File: config.mk
export PLATFORM = sky130hd
export DESIGN_NAME = sub16_serial
export DESIGN_NICKNAME = d
export VERILOG_FILES = /design/src/rtl/datapath_pkg.sv /design/src/rtl/sub16_serial_sub4.sv /design/src/rtl/sub16_serial.sv
export SDC_FILE = /design/constraint.sdc
export NUM_CORES = 1
export LEC_CHECK = 0
export ABC_AREA = 1
export BUFFER_PORTS_ARGS = -buffer_cell sky130_fd_sc_hd__buf_2
export CAP_MARGIN = 20
export CELL_PAD_IN_SITES_DETAIL_PLACEMENT = 1
export CELL_PAD_IN_SITES_GLOBAL_PLACEMENT = 1
export CORE_MARGIN = 4
export CORE_UTILIZATION = 35
export DETAILED_ROUTE_END_ITERATION = 10
export GPL_TIMING_DRIVEN = 0
export MAX_ROUTING_LAYER = met4
export PLACE_DENSITY_LB_ADDON = 0.3
export SLEW_MARGIN = 20
export SYNTH_ARGS = -nofsm -noshare
export SYNTH_HDL_FRONTEND = slang
export SYNTH_SLANG_ARGS = --single-unit
File: constraint.sdc
create_clock -name clk -period 2.9 [get_ports clk]
set_clock_uncertainty 0.1 [all_clocks]
set_input_delay 0.29 -clock clk [delete_from_list [all_inputs] [get_ports clk]]
set_output_delay 0.29 -clock clk [all_outputs]
set_load 0.05 [all_outputs]
File: src/rtl/datapath_pkg.sv
// Shared datapath types and constants for the serial arithmetic blocks.
package datapath_pkg;

    localparam int unsigned SLICE_DEF = 4;

    typedef enum logic [1:0] {
        IDLE = 2'd0,
        RUN  = 2'd1,
        DONE = 2'd2
    } state_e;

endpackage : datapath_pkg

File: src/rtl/sub16_serial_sub4.sv
// Combinational SLICE-bit subtract slice: {bout, d} = a - b - bin.
module sub4
    import datapath_pkg::*;
#(
    parameter int unsigned W = SLICE_DEF
) (
    input  logic [W-1:0] a,
    input  logic [W-1:0] b,
    input  logic         bin,
    output logic [W-1:0] d,
    output logic         bout
);

    logic [W:0] ext_diff;

    // Zero-extended difference; the extra MSB is the borrow-out.
    assign ext_diff = {1'b0, a} - {1'b0, b} - (W+1)'(bin);
    assign d        = ext_diff[W-1:0];
    assign bout     = ext_diff[W];

endmodule : sub4

File: src/rtl/sub16_serial.sv
// Multi-cycle unsigned subtractor: one SLICE-bit slice per clock, LSB first,
// with valid/ready handshakes on operands and result.
module sub16_serial
    import datapath_pkg::*;
#(
    parameter int unsigned WIDTH = 16,
    parameter int unsigned SLICE = SLICE_DEF
) (
    input  logic             clk,
    input  logic             rst_n,
    input  logic             in_valid,
    output logic             in_ready,
    input  logic [WIDTH-1:0] a,
    input  logic [WIDTH-1:0] b,
    input  logic             bin,
    output logic             out_valid,
    input  logic             out_ready,
    output logic [WIDTH-1:0] d,
    output logic             bout
);

    localparam int unsigned NSLICE = WIDTH / SLICE;
    localparam int unsigned CNT_W  = (NSLICE > 1) ? $clog2(NSLICE) : 1;

    if ((WIDTH % SLICE) != 0) begin : g_bad_width
        $error("sub16_serial: WIDTH must be an integer multiple of SLICE");
    end

    state_e             state_q, state_d;
    logic [WIDTH-1:0]   a_q, a_d;
    logic [WIDTH-1:0]   b_q, b_d;
    logic [WIDTH-1:0]   d_q, d_d;
    logic               brw_q, brw_d;
    logic               bout_q, bout_d;
    logic [CNT_W-1:0]   cnt_q, cnt_d;

    logic [SLICE-1:0]   a_sl [NSLICE];
    logic [SLICE-1:0]   b_sl [NSLICE];
    logic [SLICE-1:0]   slice_diff;
    logic               slice_brw;

    for (genvar k = 0; k < NSLICE; k++) begin : g_slices
        assign a_sl[k] = a_q[k*SLICE +: SLICE];
        assign b_sl[k] = b_q[k*SLICE +: SLICE];
    end

    // Single slice time-multiplexed over the operand by the slice counter.
    sub4 #(
        .W (SLICE)
    ) u_slice (
        .a    (a_sl[cnt_q]),
        .b    (b_sl[cnt_q]),
        .bin  (brw_q),
        .d    (slice_diff),
        .bout (slice_brw)
    );

    always_ff @(posedge clk or negedge rst_n) begin
        if (!rst_n) begin
            state_q <= IDLE;
            a_q     <= '0;
            b_q     <= '0;
            d_q     <= '0;
            brw_q   <= 1'b0;
            bout_q  <= 1'b0;
            cnt_q   <= '0;
        end else begin
            state_q <= state_d;
            a_q     <= a_d;
            b_q     <= b_d;
            d_q     <= d_d;
            brw_q   <= brw_d;
            bout_q  <= bout_d;
            cnt_q   <= cnt_d;
        end
    end

    always_comb begin
        state_d = state_q;
        a_d     = a_q;
        b_d     = b_q;
        d_d     = d_q;
        brw_d   = brw_q;
        bout_d  = bout_q;
        cnt_d   = cnt_q;

        unique case (state_q)
            IDLE: begin
                if (in_valid) begin
                    a_d     = a;
                    b_d     = b;
                    brw_d   = bin;
                    cnt_d   = '0;
                    state_d = RUN;
                end
            end
            RUN: begin
                for (int unsigned k = 0; k < NSLICE; k++) begin
                    if (cnt_q == CNT_W'(k)) begin
                        d_d[k*SLICE +: SLICE] = slice_diff;
                    end
                end
                brw_d = slice_brw;
                cnt_d = cnt_q + CNT_W'(1);
                if (cnt_q == CNT_W'(NSLICE - 1)) begin
                    bout_d  = slice_brw;
                    state_d = DONE;
                end
            end
            DONE: begin
                if (out_ready) begin
                    state_d = IDLE;
                end
            end
            default: begin
                state_d = IDLE;
            end
        endcase
    end

    // Handshake flags decode straight from the state register.
    assign in_ready  = (state_q == IDLE);
    assign out_valid = (state_q == DONE);
    assign d         = d_q;
    assign bout      = bout_q;

endmodule : sub16_serial

==> flow_summary.toml, run 1 <==
[detailed_routing]
vias = 1842
drc = 0
drt-total-wl_um = 5880
avgRoutedWirePerCell_um = 14.8
drt-pass1-iter-count = 4
ant_nets = 0
drt_first_iter_violations = 58
vias_per_cell = 4.63

[hold_path]
hp-class = "input port to register"

[cts]
insertion_delay_ns = 0.30
clkTransAtPathRegs_ns = 0.10
numCtsBuffers = 5
cts_htree_levels = 2
cts_buffer_depth = 2
cts.sinks = 54
cts_tree = "built"
cts_setup_buffers = 0
clock-root-buffer = "clkbuf_8"

[logic_synthesis]
syn_inst = 236
seq_area_frac_synth = 0.514
syn_avg_cell_area_sq_um = 11.1
ys_ff_latch = 54
syn_area_sq_um = 2630
synth_fp_nets = 283
ys_types = 24
yosysWarnings = 0

[layout]
drive_gt1_frac = 0.378
layout_common_cells = "60 x nand2_1, 54 x buf_2, 53 x dfrtp_1"
final_common_cell = "nand2_1"
area_growth_pct = 20.5
antennaDiodeCount = 0
finalNetCount = 345
fillers = 850

[die]
start_util = 0.360
core_sq_um = 7290
die_y_um = 94.6
dieArea_sq_um = 8960
pin_count = 56
die_w_um = 94.6
row_count = 31

[placement]
dp_hpwl_um = 4410
gp_congestion = 0.758
place_ws_ns = -0.0497
portBuffers = 55

[setup_path]
crit_path_max_fanout = 10
cp-end-kind = "register"
worstPathArrival_ns = 2.78
worstSetupStartpointType = "register"
cp_top_family = "adder cells"
path_common_cell = "nand2_1"
path_cells = "buf_4 -> clkbuf_4 -> nand2_1 -> a32o_1 -> fa_2 -> fa_2 -> nand2_1 -> a21oi_1 -> inv_1 -> nand2_1 -> nand2_1 -> nor2_1 -> o21ai_1"
worstSetupPathType = "register to register"
crit_required_ns = 3.03
cp_slowest_cell = "fa_2"
cp_num_buf_inv = 3
slowest_delay_ns = 0.41

[global_routing]
antenna_found_initial = 0
grt_pass1_wl_um = 9920
grt_util_all_layers = 0.148
grt_pass1_vias = 1933
overflow = 0
grt_max_degree = 55

[timing]
setup_slack_ns = 0.256
relSlewSlack = 0.533
finalHoldViolations = 0
period_share = 0.912
rsz0062_at_grt = "no"
period_needed_ns = 2.64
fmax_mhz = 378
setup_viol_count_final = 0
slew_violations = 0
tightest_slew_ns = 0.700

[outcome]
status = "complete, no violations"

[job]
cap_violations = 0
-- layout make-up --
type	count	area, sq um	area share
flip-flops and latches	54	1350	0.427
repair buffers	56	288	0.0909
inverters	18	70.1	0.0221
clock buffers	6	72.6	0.0229
plain buffers	6	56.3	0.0178
multi-input cells	157	1160	0.368
well taps	99	124	0.0391
clock inverters	2	37.5	0.0119
-- cells by family (layout without fill, tap and decap cells) --
logic type / after synthesis / in the layout / synth area share
simple gates: 82 / 82 / 0.133
compound gates: 32 / 32 / 0.0719
flops: 54 / 54 / 0.514
buf+inv: 25 / 88 / 0.0471
mux: 32 / 32 / 0.177
xor+xnor: 1 / 1 / 0.00333
fa+ha+maj: 10 / 10 / 0.0533
-- repair_timing --
item / in CTS / in global routing
hold buffers: 1 / 0
gates resized for setup: 2 / 7
hold endpoints to repair: 54 / 0
setup endpoints to repair: 5 / 5
cloned: 0 / 0
-- cell usage after synthesis --
cell type,number,area share
o22ai_1,3,0.0071
o21ai_0,16,0.030
inv_2,3,0.0043
ha_1,8,0.038
nor2_4,3,0.013
buf_6,3,0.013
mux2_2,4,0.017
o21ai_2,1,0.0033
nor2_1,9,0.013
a32o_1,3,0.011
o31ai_1,1,0.0029
nand3_1,9,0.017
fa_1,2,0.015
buf_2,3,0.0057
buf_4,1,0.0029
xnor2_1,1,0.0033
mux2_4,28,0.16
dfrtp_1,54,0.51
nand2_4,1,0.0043
nand2_1,60,0.086
a32oi_1,1,0.0033
o21ai_1,2,0.0038
a21oi_1,5,0.0095
inv_1,15,0.021
-- state kept, by name, summed over array words and instances (netlist names) --
register / count
state_q: 2
a_q: 16
brw_q: 1
d: 16
bout: 1
b_q: 16
cnt_q: 2
-- worst reg2reg max path: cells and delay by family (launching register included) --
family                   cells  cell delay, ns
AO/OA/AOI/OAI                3            0.48
AND/OR/NAND/NOR              5            0.34
buffers and inverters        3            0.46
adder cells (fa/ha/maj)      2            0.79
flip-flops                   1            0.40
-- final timing paths --
kind	start	to	slack, ns	depth (start not counted)
setup reg to reg	cnt_q[0]$_DFFE_PN0P_	brw_q$_DFFE_PN0P_	0.26	13
hold reg to reg	bout$_DFFE_PN0P_	bout$_DFFE_PN0P_	0.38	2
min in group asynchronous	rst_n	d[0]$_DFFE_PN0P_	0.47	2
setup / recovery	cnt_q[0]$_DFFE_PN0P_	brw_q$_DFFE_PN0P_	0.26	13
max in group asynchronous	rst_n	cnt_q[1]$_DFFE_PN0P_	1.73	2
hold / removal	out_ready	state_q[1]$_DFFE_PN0P_	0.05	2
-- per-layer routing --
layer  part of all wire  vias to the layer above  global-route usage  wire, um
met1               0.49                      881               0.205      2860
met4              0.012                        0              0.0433        68
li1                   -                      907                   -         -
met3              0.042                        7              0.0247       246
met2               0.46                       47               0.224      2710
met5                  0                        -                   -         0
-- per-stage QoR --
stage | instance area (sq um) | hold WS (ns) | utilization | std cells | TNS [ns]
final | 3170 | 0.0548 | 0.434 | 398 | 0
after global routing | 3170 | 0.0509 | 0.434 | 398 | 0
after CTS | 3150 | 0.0456 | 0.433 | 398 | 0
after detailed placement | 3030 | 0.269 | 0.415 | 390 | -0.156
after global placement | 3030 | 0.359 | 0.415 | 390 | 0
after floorplan | 2630 | -0.106 | - | 236 | 0
Power of run 1 is left out: the tool's default activity adds up to more than one toggle a clock period on the data nets, which glitch-free logic cannot reach.
==> inputs of run 2 (changes only) <==
PLACE_DENSITY_LB_ADDON = 0.25   (was 0.3)
RECOVER_POWER = 25   (was unset)
==> run 2 against run 1 <==
  * Core utilization rose by 0.15 points
  * Critical endpoint is now d[2]$_DFFE_PN0P_
  * Fmax shrank 0.58%
  * Largest cell class unchanged
  * Design area is 0.36% higher
  * Worst setup slack lost 0.016 ns
  * Via count is the same
  * Final cell count rose by 0.75%
  * Non-clock buffer count increased by 3
  * Sequential share of layout area is 0.15 points lower
==> flow_summary.toml, run 2 (synthesis results as in run 1) <==
[layout]
final_common_cell = "nand2_1"
final_cells = 401
final_area_sq_um = 3180
layout_common_cells = "60 x nand2_1, 55 x buf_2, 53 x dfrtp_1"
area_growth_pct = 20.9
antennaDiodeCount = 0
finalNetCount = 348
drive_gt1_frac = 0.377

[timing]
hold_ws_ns = 0.0518
finalHoldViolations = 0
period_share = 0.917
slew_violations = 0
setup_viol_count_final = 0
fmax_mhz = 376
relSlewSlack = 0.0693
tightest_slew_ns = 1.40
rsz0062_at_grt = "no"
period_needed_ns = 2.66

[cts]
insertion_delay_ns = 0.31
clock-root-buffer = "clkbuf_8"
clkTransAtPathRegs_ns = 0.10
cts_buffer_depth = 2
numCtsBuffers = 5
cts_htree_levels = 2
cts_tree = "built"
cts.sinks = 54

[placement]
gp_congestion = 0.707
portBuffers = 55
place_inst = 390
dp_hpwl_um = 4210
place_area_sq_um = 3030

[die]
pin_count = 56
core_sq_um = 7290
start_util = 0.360
row_count = 31
die_w_um = 94.6
die_y_um = 94.6
dieArea_sq_um = 8960

[setup_path]
cp-end-kind = "register"
cp_top_family = "adder cells"
worstSetupPathType = "register to register"
worstSetupStartpointType = "register"
path_cells = "buf_4 -> buf_2 -> nand2_1 -> a32o_1 -> fa_2 -> fa_1 -> xnor2_1 -> nand2_1 -> nand2_1"
path_common_cell = "nand2_1"
worstPathArrival_ns = 2.81
crit_path_max_fanout = 10
crit_required_ns = 3.05
cp_slowest_cell = "fa_1"
slowest_delay_ns = 0.43
cp_num_buf_inv = 2

[detailed_routing]
drt-pass1-iter-count = 4
vias_per_cell = 4.59
drt-total-wl_um = 5770
ant_nets = 0
avgRoutedWirePerCell_um = 14.4
drc = 0
drt_first_iter_violations = 40
vias = 1842

[hold_path]
hp-class = "input port to register"

[global_routing]
overflow = 0
grt_max_degree = 55
grt_pass1_vias = 1914
grt_pass1_wl_um = 9650
grt_util_all_layers = 0.144
antenna_found_initial = 0

[job]
cap_violations = 0

[outcome]
status = "complete, no violations"
-- run 2: cell type report --
type                            instances  area (sq um)
Tap cell                               99           124
Fill cell                             867          4120
Buffer                                  7          65.1
Sequential cell                        54          1350
Timing Repair Buffer                   58           300
Clock buffer                            8           110
Multi-Input combinational cell        157          1150
Inverter                               18          70.1
-- run 2: final timing paths --
check                                          start                endpoint  slack, ns  cells after the start
min in group asynchronous                      rst_n       d[12]$_DFFE_PN0P_       0.74                      2
worst min-delay path                       out_ready  state_q[1]$_DFFE_PN0P_       0.05                      2
worst max-delay path            cnt_q[0]$_DFFE_PN0P_        d[2]$_DFFE_PN0P_       0.24                      9
worst min register to register     d[12]$_DFFE_PN0P_       d[12]$_DFFE_PN0P_       0.38                      2
max in group asynchronous                      rst_n    cnt_q[1]$_DFFE_PN0P_       1.05                      2
worst max register to register  cnt_q[0]$_DFFE_PN0P_        d[2]$_DFFE_PN0P_       0.24                      9
-- run 2: what timing repair did --
| action | 4_1_cts | 5_1_grt |
|---|---|---|
| hold endpoints to repair | 54 | 0 |
| gates resized for setup | 0 | 8 |
| buffers inserted | 0 | 2 |
| hold buffers | 1 | 0 |
| endpoints found under the setup margin | 3 | 11 |
-- run 2: stage by stage --
stage | setup TNS, ns | utilization | worst slack [ns]
2_1_floorplan | 0 | - | 0.359
3_3_place_gp | 0 | 0.415 | 0.0129
3_5_place_dp | 0 | 0.415 | 0.0220
4_1_cts | -0.0228 | 0.432 | -0.0145
5_1_grt | 0 | 0.436 | 0.00468
6_report | 0 | 0.436 | 0.241
-- run 2: routing by layer --
metal | track usage | vias up | part of all wire
met5 | - | - | 0
met4 | 0.0397 | 0 | 0.012
met3 | 0.0295 | 5 | 0.041
met2 | 0.214 | 42 | 0.44
met1 | 0.201 | 882 | 0.50
li1 | - | 913 | -
Power of run 2 is left out for the same reason.
==> inputs of run 3 (changes only) <==
CORE_ASPECT_RATIO = 0.75   (was unset)
==> run 3 against run 2 <==
  * Flip-flop and latch count did not move
  * Hold slack better by 0.0084 ns
  * Final cell count decreased by 0.25%
  * Critical path type unchanged
  * Fmax down 2.2%
  * Non-clock buffer count fell by 2
==> flow_summary.toml, run 3 (synthesis results as in run 1) <==
[outcome]
status = "complete, no violations"

[setup_path]
cp_top_family = "adder cells"
crit_required_ns = 3.04
path_common_cell = "nand2_1"
worstPathArrival_ns = 2.86
startpoint = "cnt_q[1]$_DFFE_PN0P_"
slowest_delay_ns = 0.50
worstSetupStartpointType = "register"
cp_slowest_cell = "dfrtp_1"
critPathCapture = "brw_q$_DFFE_PN0P_"
reg2reg_slack_ns = 0.18
path_cells = "inv_2 -> clkbuf_4 -> a21oi_1 -> a32o_1 -> fa_1 -> fa_1 -> nand2_1 -> a21oi_1 -> inv_1 -> nand2_1 -> nand2_1 -> nor2_1 -> o21ai_1"
path_depth = 13
worst_r2r_path_depth = 13
r2r-start = "cnt_q[1]$_DFFE_PN0P_"
crit_path_max_fanout = 11
cp-end-kind = "register"
r2r_end = "brw_q$_DFFE_PN0P_"
cp_num_buf_inv = 3
worstSetupPathType = "register to register"

[die]
row_count = 27
core_sq_um = 7330
die_y_um = 83.0
die_w_um = 108
pin_count = 56
dieArea_sq_um = 8970
start_util = 0.358

[cts]
numCtsBuffers = 5
insertion_delay_ns = 0.31
clkTransAtPathRegs_ns = 0.09
cts_setup_buffers = 0
cts_tree = "built"
cts_htree_levels = 2
clock-root-buffer = "clkbuf_8"
cts.sinks = 54
cts_buffer_depth = 2

[detailed_routing]
drt_first_iter_violations = 51
drc = 0
drt-total-wl_um = 5970
vias = 1840
avgRoutedWirePerCell_um = 14.9
ant_nets = 0
vias_per_cell = 4.60
drt-pass1-iter-count = 4

[global_routing]
antenna_found_initial = 0
grt_util_all_layers = 0.147
overflow = 0
grt_pass1_vias = 1952
grt_max_degree = 55
grt_pass1_wl_um = 9970

[timing]
period_share = 0.938
finalHoldViolations = 0
setup_viol_count_final = 0
relSlewSlack = 0.106
period_needed_ns = 2.72
fmax_mhz = 368
tightest_slew_ns = 1.34
hold_ws_ns = 0.0602
rsz0062_at_grt = "no"
slew_violations = 0

[placement]
dp_hpwl_um = 4440
portBuffers = 55
gp_congestion = 0.717

[job]
cap_violations = 0

[layout]
antennaDiodeCount = 0
area_growth_pct = 20.8
fillers = 834
drive_gt1_frac = 0.371
final_common_cell = "nand2_1"
finalNetCount = 346
layout_common_cells = "60 x nand2_1, 54 x dfrtp_1, 54 x buf_2"

[hold_path]
hp-class = "input port to register"
[run 3: cell types whose count changed in the layout (fill, tap and decap cells not counted), sizes merged]
cell and delta:
buf -4, bufinv +1
[run 3: cell type report]
cell class / count / area [sq um] / area share
flip-flops and latches: 54 / 1350 / 0.426
plain buffers: 7 / 67.6 / 0.0213
clock inverters: 1 / 30.0 / 0.00946
clock buffers: 6 / 82.6 / 0.0260
inverters: 18 / 70.1 / 0.0221
well taps: 101 / 126 / 0.0398
repair buffers: 56 / 285 / 0.0899
multi-input cells: 157 / 1160 / 0.366
[run 3: per-layer routing]
metal,vias to the layer above,track usage,part of all wire
met5,-,-,0
met2,43,0.214,0.42
li1,908,-,-
met1,882,0.208,0.52
met4,0,0.0344,0.0077
met3,7,0.0326,0.052
[run 3: per-stage QoR]
step / setup TNS [ns] / setup WS (ns) / cells / area, sq um / util
final: 0 / 0.180 / 400 / 3170 / 0.433
after detailed placement: -0.263 / -0.0761 / 392 / 3030 / 0.414
after global placement: -0.0178 / -0.0142 / 392 / 3030 / 0.413
after global routing: 0 / 0.00786 / 400 / 3170 / 0.433
after CTS: 0 / 0.0447 / 400 / 3160 / 0.432
after floorplan: 0 / 0.359 / 236 / 2630 / -
[run 3: worst min-delay path by stage]
| stage | start | end | slack [ns] | depth (start not counted) |
|---|---|---|---|---|
| final | out_ready | state_q[1]$_DFFE_PN0P_ | 0.06 | 2 |
| after floorplan | rst_n | a_q[0]$_DFFE_PN0P_ | -0.11 | 0 |
| after global routing | out_ready | state_q[1]$_DFFE_PN0P_ | 0.03 | 2 |
| after CTS | out_ready | state_q[1]$_DFFE_PN0P_ | 0.04 | 2 |
| after global placement | d[12]$_DFFE_PN0P_ | d[12]$_DFFE_PN0P_ | 0.36 | 2 |
| after detailed placement | rst_n | a_q[11]$_DFFE_PN0P_ | 0.28 | 1 |
[run 3: timing repair]
item	4_1_cts	5_1_grt
endpoints found under the setup margin	4	6
hold endpoints to repair	54	0
hold buffers	1	0
gates resized for setup	2	5
Power of run 3 is left out for the same reason.
